[src/rtl/relu_stream_ctrl_if.sv]
// Streaming ReLU controller bus: feature-buffer read port, activated output stream, status.
// Latency: none, signal bundle only.
// Backpressure: out_ready from the consumer; the controller throttles rd_en against it.
//
// Signals
//   start      single-cycle request to process one tensor
//   busy       high from accepted start until done
//   done       one-cycle pulse after the final element handshake
//   rd_en      feature-buffer read strobe
//   rd_addr    feature-buffer read address
//   rd_data    signed read data, valid one cycle after rd_en
//   out_data   signed activated element
//   out_valid  out_data valid
//   out_ready  downstream accepts
//   out_last   final element of the tensor
//   neg_count  elements clamped because they were negative
// Modports: master = controller side, slave = host/buffer/consumer side.
interface relu_stream_ctrl_if #(
    parameter int ADDR_W  = 8,
    parameter int BIT_REP = 8
);
    logic                      start;
    logic                      busy;
    logic                      done;
    logic                      rd_en;
    logic [ADDR_W-1:0]         rd_addr;
    logic signed [BIT_REP-1:0] rd_data;
    logic signed [BIT_REP-1:0] out_data;
    logic                      out_valid;
    logic                      out_ready;
    logic                      out_last;
    logic [ADDR_W:0]           neg_count;

    modport master (
        input  start, rd_data, out_ready,
        output busy, done, rd_en, rd_addr, out_data, out_valid, out_last, neg_count
    );

    modport slave (
        output start, rd_data, out_ready,
        input  busy, done, rd_en, rd_addr, out_data, out_valid, out_last, neg_count
    );
endinterface

[src/rtl/relu_stream_ctrl.sv]
// Reads one IN_WIDTH x IN_LENGTH x IN_DEPTH tensor linearly from a feature buffer, applies ReLU, streams it out.
// Latency: first rd_en one cycle after start; first out_valid two cycles after first rd_en; one element/cycle.
// Backpressure: out_ready stalls the 2-entry output FIFO; rd_en is throttled so the FIFO never overflows.
//
// Ports
//   clk, rst_n   rising-edge clock, asynchronous active-low reset
//   bus          relu_stream_ctrl_if master modport (start/busy/done, read port, output stream, neg_count)
//
// Also contains relu_stream_fifo, the small generic FIFO used for the output buffer.

// Generic synchronous FIFO with occupancy output.
// Latency: one cycle from push to head visible.
// Backpressure: push is ignored when full; caller is expected to throttle using count.
module relu_stream_fifo #(
    parameter  int W     = 9,
    parameter  int DEPTH = 2,
    localparam int AW    = $clog2(DEPTH),
    localparam int CW    = $clog2(DEPTH + 1)
) (
    input  logic          clk,
    input  logic          rst_n,
    input  logic          push_vld,
    input  logic [W-1:0]  push_dat,
    input  logic          pop,
    output logic [W-1:0]  head_dat,
    output logic [CW-1:0] count,
    output logic          empty
);
    logic [W-1:0]  mem [DEPTH];
    logic [AW-1:0] wr_ptr;
    logic [AW-1:0] rd_ptr;
    logic [CW-1:0] cnt;
    logic          push_ok;
    logic          pop_ok;

    assign pop_ok   = pop && (cnt != '0);
    assign push_ok  = push_vld && (cnt != CW'(DEPTH));
    assign head_dat = mem[rd_ptr];
    assign count    = cnt;
    assign empty    = (cnt == '0);

    always_ff @(posedge clk or negedge rst_n) begin
        if (!rst_n) begin
            for (int i = 0; i < DEPTH; i++) begin
                mem[i] <= '0;
            end
            wr_ptr <= '0;
            rd_ptr <= '0;
            cnt    <= '0;
        end else begin
            if (push_ok) begin
                mem[wr_ptr] <= push_dat;
                wr_ptr      <= (wr_ptr == AW'(DEPTH - 1)) ? '0 : wr_ptr + 1'b1;
            end
            if (pop_ok) begin
                rd_ptr <= (rd_ptr == AW'(DEPTH - 1)) ? '0 : rd_ptr + 1'b1;
            end
            case ({push_ok, pop_ok})
                2'b10:   cnt <= cnt + 1'b1;
                2'b01:   cnt <= cnt - 1'b1;
                default: cnt <= cnt;
            endcase
        end
    end
endmodule

module relu_stream_ctrl #(
    parameter int IN_WIDTH  = 8,
    parameter int IN_LENGTH = 8,
    parameter int IN_DEPTH  = 4,
    parameter int BIT_REP   = 8,
    parameter int ADDR_W    = 8
) (
    input  logic              clk,
    input  logic              rst_n,
    relu_stream_ctrl_if.master bus
);
    localparam int N = IN_WIDTH * IN_LENGTH * IN_DEPTH;
    localparam logic [ADDR_W-1:0]         LAST_ADDR = ADDR_W'(N - 1);
    localparam logic signed [BIT_REP-1:0] ZERO      = '0;

    typedef enum logic [1:0] {IDLE, RUN, DRAIN} state_t;

    state_t                    state;
    logic [ADDR_W-1:0]         rd_addr_q;
    logic [ADDR_W-1:0]         ret_cnt;     // elements returned so far this tensor
    logic                      rd_vld_d;    // rd_data is valid this cycle
    logic                      done_q;
    logic [ADDR_W:0]           neg_cnt;

    logic signed [BIT_REP-1:0] rd_dat;
    logic signed [BIT_REP-1:0] relu_val;
    logic                      push_last;
    logic [BIT_REP:0]          head;
    logic [1:0]                fifo_cnt;
    logic                      fifo_empty;
    logic                      pop;
    logic                      head_last;
    logic                      start_acc;
    logic                      rd_go;

    assign rd_dat    = bus.rd_data;
    assign start_acc = bus.start && (state == IDLE);
    assign pop       = !fifo_empty && bus.out_ready;
    assign head_last = head[BIT_REP];

    // Issue a read only if everything already stored or returning, minus this
    // cycle's pop, leaves room for it. Evaluated combinationally so the pop of
    // the current cycle can be credited, which is what sustains one element per
    // cycle through a 2-entry FIFO.
    assign rd_go = (state == RUN) &&
                   ((3'(fifo_cnt) + 3'(rd_vld_d)) < (3'd2 + 3'(pop)));

    assign relu_val  = (rd_dat > ZERO) ? rd_dat : ZERO;
    assign push_last = (ret_cnt == LAST_ADDR);

    relu_stream_fifo #(
        .W     (BIT_REP + 1),
        .DEPTH (2)
    ) u_out_fifo (
        .clk      (clk),
        .rst_n    (rst_n),
        .push_vld (rd_vld_d),
        .push_dat ({push_last, relu_val}),
        .pop      (pop),
        .head_dat (head),
        .count    (fifo_cnt),
        .empty    (fifo_empty)
    );

    always_ff @(posedge clk or negedge rst_n) begin
        if (!rst_n) begin
            state     <= IDLE;
            rd_addr_q <= '0;
            ret_cnt   <= '0;
            rd_vld_d  <= 1'b0;
            done_q    <= 1'b0;
            neg_cnt   <= '0;
        end else begin
            rd_vld_d <= rd_go;
            done_q   <= (state == DRAIN) && pop && head_last;

            case (state)
                IDLE: begin
                    if (start_acc) begin
                        state     <= RUN;
                        rd_addr_q <= '0;
                    end
                end
                RUN: begin
                    if (rd_go) begin
                        if (rd_addr_q == LAST_ADDR) begin
                            state <= DRAIN;
                        end else begin
                            rd_addr_q <= rd_addr_q + 1'b1;
                        end
                    end
                end
                DRAIN: begin
                    if (pop && head_last) begin
                        state <= IDLE;
                    end
                end
                default: state <= IDLE;
            endcase

            if (start_acc) begin
                ret_cnt <= '0;
                neg_cnt <= '0;
            end else if (rd_vld_d) begin
                ret_cnt <= ret_cnt + 1'b1;
                if (rd_dat < ZERO) begin
                    neg_cnt <= neg_cnt + 1'b1;
                end
            end
        end
    end

    assign bus.busy      = (state != IDLE);
    assign bus.done      = done_q;
    assign bus.rd_en     = rd_go;
    assign bus.rd_addr   = rd_addr_q;
    assign bus.out_data  = head[BIT_REP-1:0];
    assign bus.out_valid = !fifo_empty;
    assign bus.out_last  = head_last;
    assign bus.neg_count = neg_cnt;
endmodule

[src/flat_wrapper.sv]
// flat-port wrapper written by rule: the top's interface ports become plain ports
module relu_stream_ctrl_flat 
#(
    parameter int IN_WIDTH  = 8,
    parameter int IN_LENGTH = 8,
    parameter int IN_DEPTH  = 4,
    parameter int BIT_REP   = 8,
    parameter int ADDR_W    = 8
)
  (clk, rst_n, bus_start, bus_rd_data, bus_out_ready, bus_busy, bus_done, bus_rd_en, bus_rd_addr, bus_out_data, bus_out_valid, bus_out_last, bus_neg_count);
  relu_stream_ctrl_if #(.ADDR_W(ADDR_W), .BIT_REP(BIT_REP)) bus_i ();
  input  logic clk;
  input  logic rst_n;
  input wire logic [$bits(bus_i.start)-1:0] bus_start;
  input wire logic [$bits(bus_i.rd_data)-1:0] bus_rd_data;
  input wire logic [$bits(bus_i.out_ready)-1:0] bus_out_ready;
  output wire logic [$bits(bus_i.busy)-1:0] bus_busy;
  output wire logic [$bits(bus_i.done)-1:0] bus_done;
  output wire logic [$bits(bus_i.rd_en)-1:0] bus_rd_en;
  output wire logic [$bits(bus_i.rd_addr)-1:0] bus_rd_addr;
  output wire logic [$bits(bus_i.out_data)-1:0] bus_out_data;
  output wire logic [$bits(bus_i.out_valid)-1:0] bus_out_valid;
  output wire logic [$bits(bus_i.out_last)-1:0] bus_out_last;
  output wire logic [$bits(bus_i.neg_count)-1:0] bus_neg_count;
  assign bus_i.start = bus_start;
  assign bus_i.rd_data = bus_rd_data;
  assign bus_i.out_ready = bus_out_ready;
  assign bus_busy = bus_i.busy;
  assign bus_done = bus_i.done;
  assign bus_rd_en = bus_i.rd_en;
  assign bus_rd_addr = bus_i.rd_addr;
  assign bus_out_data = bus_i.out_data;
  assign bus_out_valid = bus_i.out_valid;
  assign bus_out_last = bus_i.out_last;
  assign bus_neg_count = bus_i.neg_count;
  relu_stream_ctrl #(.IN_WIDTH(IN_WIDTH), .IN_LENGTH(IN_LENGTH), .IN_DEPTH(IN_DEPTH), .BIT_REP(BIT_REP), .ADDR_W(ADDR_W)) u_core (.clk(clk), .rst_n(rst_n), .bus(bus_i));
endmodule
[config.mk]
export PLATFORM = sky130hd
export DESIGN_NAME = relu_stream_ctrl_flat
export DESIGN_NICKNAME = d
export VERILOG_FILES = /design/src/rtl/relu_stream_ctrl_if.sv /design/src/rtl/relu_stream_ctrl.sv /design/src/flat_wrapper.sv
export SDC_FILE = /design/constraint.sdc
export NUM_CORES = 1
export LEC_CHECK = 0
export CORE_MARGIN = 2
export CORE_UTILIZATION = 65
export DETAILED_ROUTE_END_ITERATION = 7
export DONT_BUFFER_PORTS = 1
export GPL_ROUTABILITY_DRIVEN = 0
export PLACE_DENSITY = 0.81
export SYNTH_ARGS = -nofsm -noshare
export SYNTH_HDL_FRONTEND = slang
export SYNTH_HIERARCHICAL = 1
export SYNTH_SLANG_ARGS = --single-unit
[constraint.sdc]
create_clock -name clk -period 4 [get_ports clk]
set_input_delay 0.8 -clock clk [delete_from_list [all_inputs] [get_ports clk]]
set_output_delay 0.8 -clock clk [all_outputs]
set_load 0.02 [all_outputs]
## After elaboration in Yosys (flattened, before gate mapping)

Index checks and enable logic that the tools add are counted.
W data, S select, Z words.

- Bits in registers: 51
- Output and inout port bits: 30
- Logic and storage cells: 85

- Add/sub/neg operators: 9
- Order comparisons: 6
- Equality and inequality tests: 12
- Mux-type cells: 24
- Bitwise logic cells: 2
- Reductions and logical operators: 21

Operators by type and width:

| cell | number |
|---|---|
| $mux W9 | 7 |
| $mux W8 | 6 |
| $bwmux W18 | 1 |
| $add A8 B1 Y8 const B | 2 |
| $eq A8 B8 Y1 const B | 2 |
| $pmux W8 S2 | 1 |
| $reduce_bool A2 Y1 | 6 |
| $add A9 B1 Y9 const B | 1 |
| $demux W9 S1 | 1 |
| $logic_and A1 B1 Y1 | 9 |
| $gt A8 B1 Y1 const B | 1 |
| $lt A8 B1 Y1 const B | 1 |
| $mux W2 | 4 |
| $ne A2 B2 Y1 const B | 4 |
| $reduce_and A4 Y1 | 2 |
| $pmux W2 S3 | 1 |
| $eq A2 B1 Y1 const B | 2 |
| $eq A2 B2 Y1 const B | 2 |
| $ge A2 B2 Y1 const B | 2 |
| $logic_not A2 Y1 | 2 |
| $ne A2 B1 Y1 const B | 2 |
| $not A1 Y2 | 2 |
| $pmux W2 S2 | 1 |
| $add A2 B1 Y3 | 1 |
| other kinds (9) | 11 |

## Logic depth before layout (Yosys ltp)

- Depth in word-level cells: 8
- Gate-level depth with buffers: 7

## Cells and area by module

Netlist, hierarchy kept.

Modules (own cells, without submodules):

| module | times used | cells an instance | area each (µm²) | sequential area each (µm²) |
|---|---|---|---|---|
| relu_stream_ctrl | 1 | 158 | 1531.5 | 725.7 |
| relu_stream_fifo | 1 | 65 | 1061.0 | 550.5 |

## Worst setup path after synthesis

No wires, ideal clock.

- Kind: input to output
- Start: in bus_out_ready
- End: out bus_rd_en
- Arrival: 1.670 ns
- Path slack: 1.530 ns
- Cell stages on the path: 2
- Path through: or3b_4 a211oi_4

- Cells in the longest elaborated chain, start to end: 4

RTL lines:

| item | RTL line | text |
|---|---|---|
| start: declaration | flat_wrapper.sv:16 | `input wire logic [$bits(bus_i.out_ready)-1:0] bus_out_ready;` |
| $logic_and A1 B1 Y1 | relu_stream_ctrl.sv:104 | `assign pop = !fifo_empty && bus.out_ready;` |
| $add A2 B1 Y3 | relu_stream_ctrl.sv:112 | `((3'(fifo_cnt) + 3'(rd_vld_d)) < (3'd2 + 3'(pop)));` |
| $lt A3 B3 Y1 | relu_stream_ctrl.sv:112 |  |
| $logic_and A1 B1 Y1 | relu_stream_ctrl.sv:111 | `assign rd_go = (state == RUN) &&` |
| end: declaration | flat_wrapper.sv:19 | `output wire logic [$bits(bus_i.rd_en)-1:0] bus_rd_en;` |

No other way between the ends.

## Worst setup path after layout

- Start: reg u_core.rd_vld_d
- End: out bus_rd_en

- Cells in the longest elaborated chain, start to end: 3

RTL lines:

| item | RTL line | text |
|---|---|---|
| start: declaration | relu_stream_ctrl.sv:87 | `logic rd_vld_d;` |
| start signal: assignment | relu_stream_ctrl.sv:140 | `rd_vld_d <= rd_go;` |
| $add A2 B1 Y3 | relu_stream_ctrl.sv:112 |  |
| $lt A3 B3 Y1 | relu_stream_ctrl.sv:112 |  |
| $logic_and A1 B1 Y1 | relu_stream_ctrl.sv:111 |  |

No other way between the ends.

==> results.ini <==
[die]
placementRows = 22
die_y_um = 67.2
die_x_um = 67.2
core_area_um2 = 3740
initial_utilization = 0.693
ios = 42
die_area_um2 = 4510

[logic_synthesis]
synth_seq_area_share = 0.492
ys_types = 40
syn_area_um2 = 2590
synth_ff_type = dfrtp_1
synthArstFlopShare = 1.00
yosysWarnings = 6
synth_edf_count = 0
synth.ff_latch_count = 51
syn_inst = 223
avgSynthCellArea_um2 = 11.6

[grt]
grt_overflow = 0
grt_pass1_wl_mm = 8.51
grt_max_degree = 52
grt_usage = 0.258
antenna_found_initial = 0
grt_pass1_vias = 1827

[detailed_routing]
drt_first_pass_iters = 4
drt_iter0_drc = 108
vias = 1703
postRouteWirelength_mm = 5.16
wl_per_cell_um = 19.0
ant_nets = 0
drc = 0
via_per_inst = 6.26

[clock_tree]
tritoncts = built
ctsLongestPathBuffers = 2
cts_resized = 0
post_cts_buffers = 0
numCtsBuffers = 5
clock_latency_ns = 0.31
clkTransAtPathRegs_ns = 0.08
htree_levels = 2
cts_hold_buf = 0
root_buffer = clkbuf_8
cts_sinks = 51

[sta]
tns_ns = 0
timing.hold.ws_ns = 0.177
setup_viol = 0
skew_ns = 0.00585
max_freq_mhz = 329
layout_setup_ws_ns = 0.957
hold_viol_final = 0
finalMaxSlewViolations = 0
post-route-min-period_ns = 3.04
post-route-period-util = 0.761
slew_headroom = 0.216
worstMarginPinSlew_ns = 1.17
rsz0062_at_grt = false

[setup_path]
cp-start-kind = flop
crit_required_ns = 3.20
arrival_ns = 2.24
cp-end-kind = output port
worst-setup-path-type = reg2out
worstPathMaxFanout = 14

[power_and_ir_drop]
ir_worst_vdd_mv = 0.442
powerDensity_nw_per_um2 = 790
p_leak_nw = 1.25

[final_layout]
nets = 242
final_cell_mix = dfrtp_1, nand2_1, mux2_4
layout_commonest_cell = dfrtp_1
layoutNonFillerInstCount = 272
num_antenna_cells = 0
final_layout_size_suffix_gt1_frac = 0.188
area_growth_pct = 3.91

[placement]
dp.cells = 265
pre_cts_ws_ns = 1.30
hpwl_mm = 3.69
io_buffers = 0

[job]
maxCapViolCount = 0

[outcome]
status = finished clean

[hold_path]
hp-class = in2async

[report_power, final]
| group | internal, mW | switching [mW] | leakage [nW] | total, mW |
|---|---|---|---|---|
| logic | 0.426 | 0.457 | 0.546 | 0.883 |
| clock network | 0.136 | 0.163 | 0.0470 | 0.299 |
| registers | 0.691 | 0.255 | 0.659 | 0.946 |
[cell families after synthesis]
| logic type | count (synthesis) | synth area share |
|---|---|---|
| other cells | 1 | 0.00145 |
| xor+xnor | 16 | 0.0541 |
| buf+inv | 10 | 0.0236 |
| flops | 51 | 0.492 |
| simple gates | 84 | 0.173 |
| mux | 35 | 0.174 |
| compound gates | 20 | 0.0521 |
| fa+ha+maj | 6 | 0.0290 |
[synthesized netlist by cell type, types with 2 or more instances]
library cell | count | area share
dfrtp_1 | 51 | 0.49
nand2_1 | 23 | 0.033
mux2_4 | 18 | 0.10
nor2_1 | 17 | 0.025
mux2_2 | 9 | 0.039
nor2b_1 | 9 | 0.022
mux2i_1 | 8 | 0.031
nand3_1 | 8 | 0.015
xnor2_1 | 8 | 0.027
xor2_1 | 8 | 0.027
nand4_1 | 7 | 0.017
a21oi_1 | 6 | 0.012
ha_1 | 6 | 0.029
o21ai_0 | 6 | 0.012
buf_2 | 4 | 0.0077
or3_1 | 4 | 0.0097
a211oi_1 | 3 | 0.0087
and3_1 | 3 | 0.0072
inv_1 | 3 | 0.0043
nor3_1 | 2 | 0.0039
[flip-flops by register name (all words and copies together) (netlist names)]
register                  flops
u_core/u_out_fifo/mem        18
u_core/bus.neg_count          9
u_core/bus.rd_addr            8
u_core/ret_cnt                8
u_core/state                  2
u_core/u_out_fifo/count       2
u_core/bus.done               1
u_core/rd_vld_d               1
u_core/u_out_fifo/rd_ptr      1
u_core/u_out_fifo/wr_ptr      1
[worst paths after layout]
kind / start / to / slack (ns) / cells past startpoint
worst max-delay path: u_core/rd_vld_d$_DFF_PN0_ / bus_rd_en / 0.96 / 3
worst min-delay path: rst_n / u_core/u_out_fifo/mem[14]$_DFFE_PN0P_ / 0.18 / 0
worst max register to register: u_core/rd_vld_d$_DFF_PN0_ / u_core/bus.rd_addr[6]$_DFFE_PN0P_ / 1.57 / 5
worst min register to register: u_core/u_out_fifo/mem[8]$_DFFE_PN0P_ / u_core/u_out_fifo/mem[8]$_DFFE_PN0P_ / 0.51 / 1
max in group asynchronous: rst_n / u_core/bus.neg_count[0]$_DFFE_PN0P_ / 3.73 / 0
min in group clk: u_core/u_out_fifo/mem[8]$_DFFE_PN0P_ / u_core/u_out_fifo/mem[8]$_DFFE_PN0P_ / 0.51 / 1
[final cells by class]
cell class	instances	area, um^2
Multi-Input combinational cell	163	1260
Tap cell	48	60.1
Inverter	3	11.3
Sequential cell	51	1280
Clock inverter	1	5.00
Fill cell	281	1050
Clock buffer	6	82.6
[worst max-delay path, cell delays in order (launching register included)]
cell	delay, ns
dfrtp_1	0.64
ha_1	0.32
or3b_4	0.42
a211oi_4	0.56
[metrics by stage]
stage / area (um^2) / utilization / total power, mW
floorplan: 2600 / - / 1.68
CTS: 2690 / 0.720 / 2.14
global route: 2690 / 0.720 / 2.26
detailed placement: 2610 / 0.696 / 1.83
global placement: 2610 / 0.696 / 1.74
finish: 2690 / 0.720 / 2.13
[routing by layer]
layer	GRT usage	share of wire
met3	0.0567	0.040
met5	0	0
met2	0.433	0.52
met1	0.312	0.41
met4	0.135	0.025
Power figures use the tool's default switching activity.
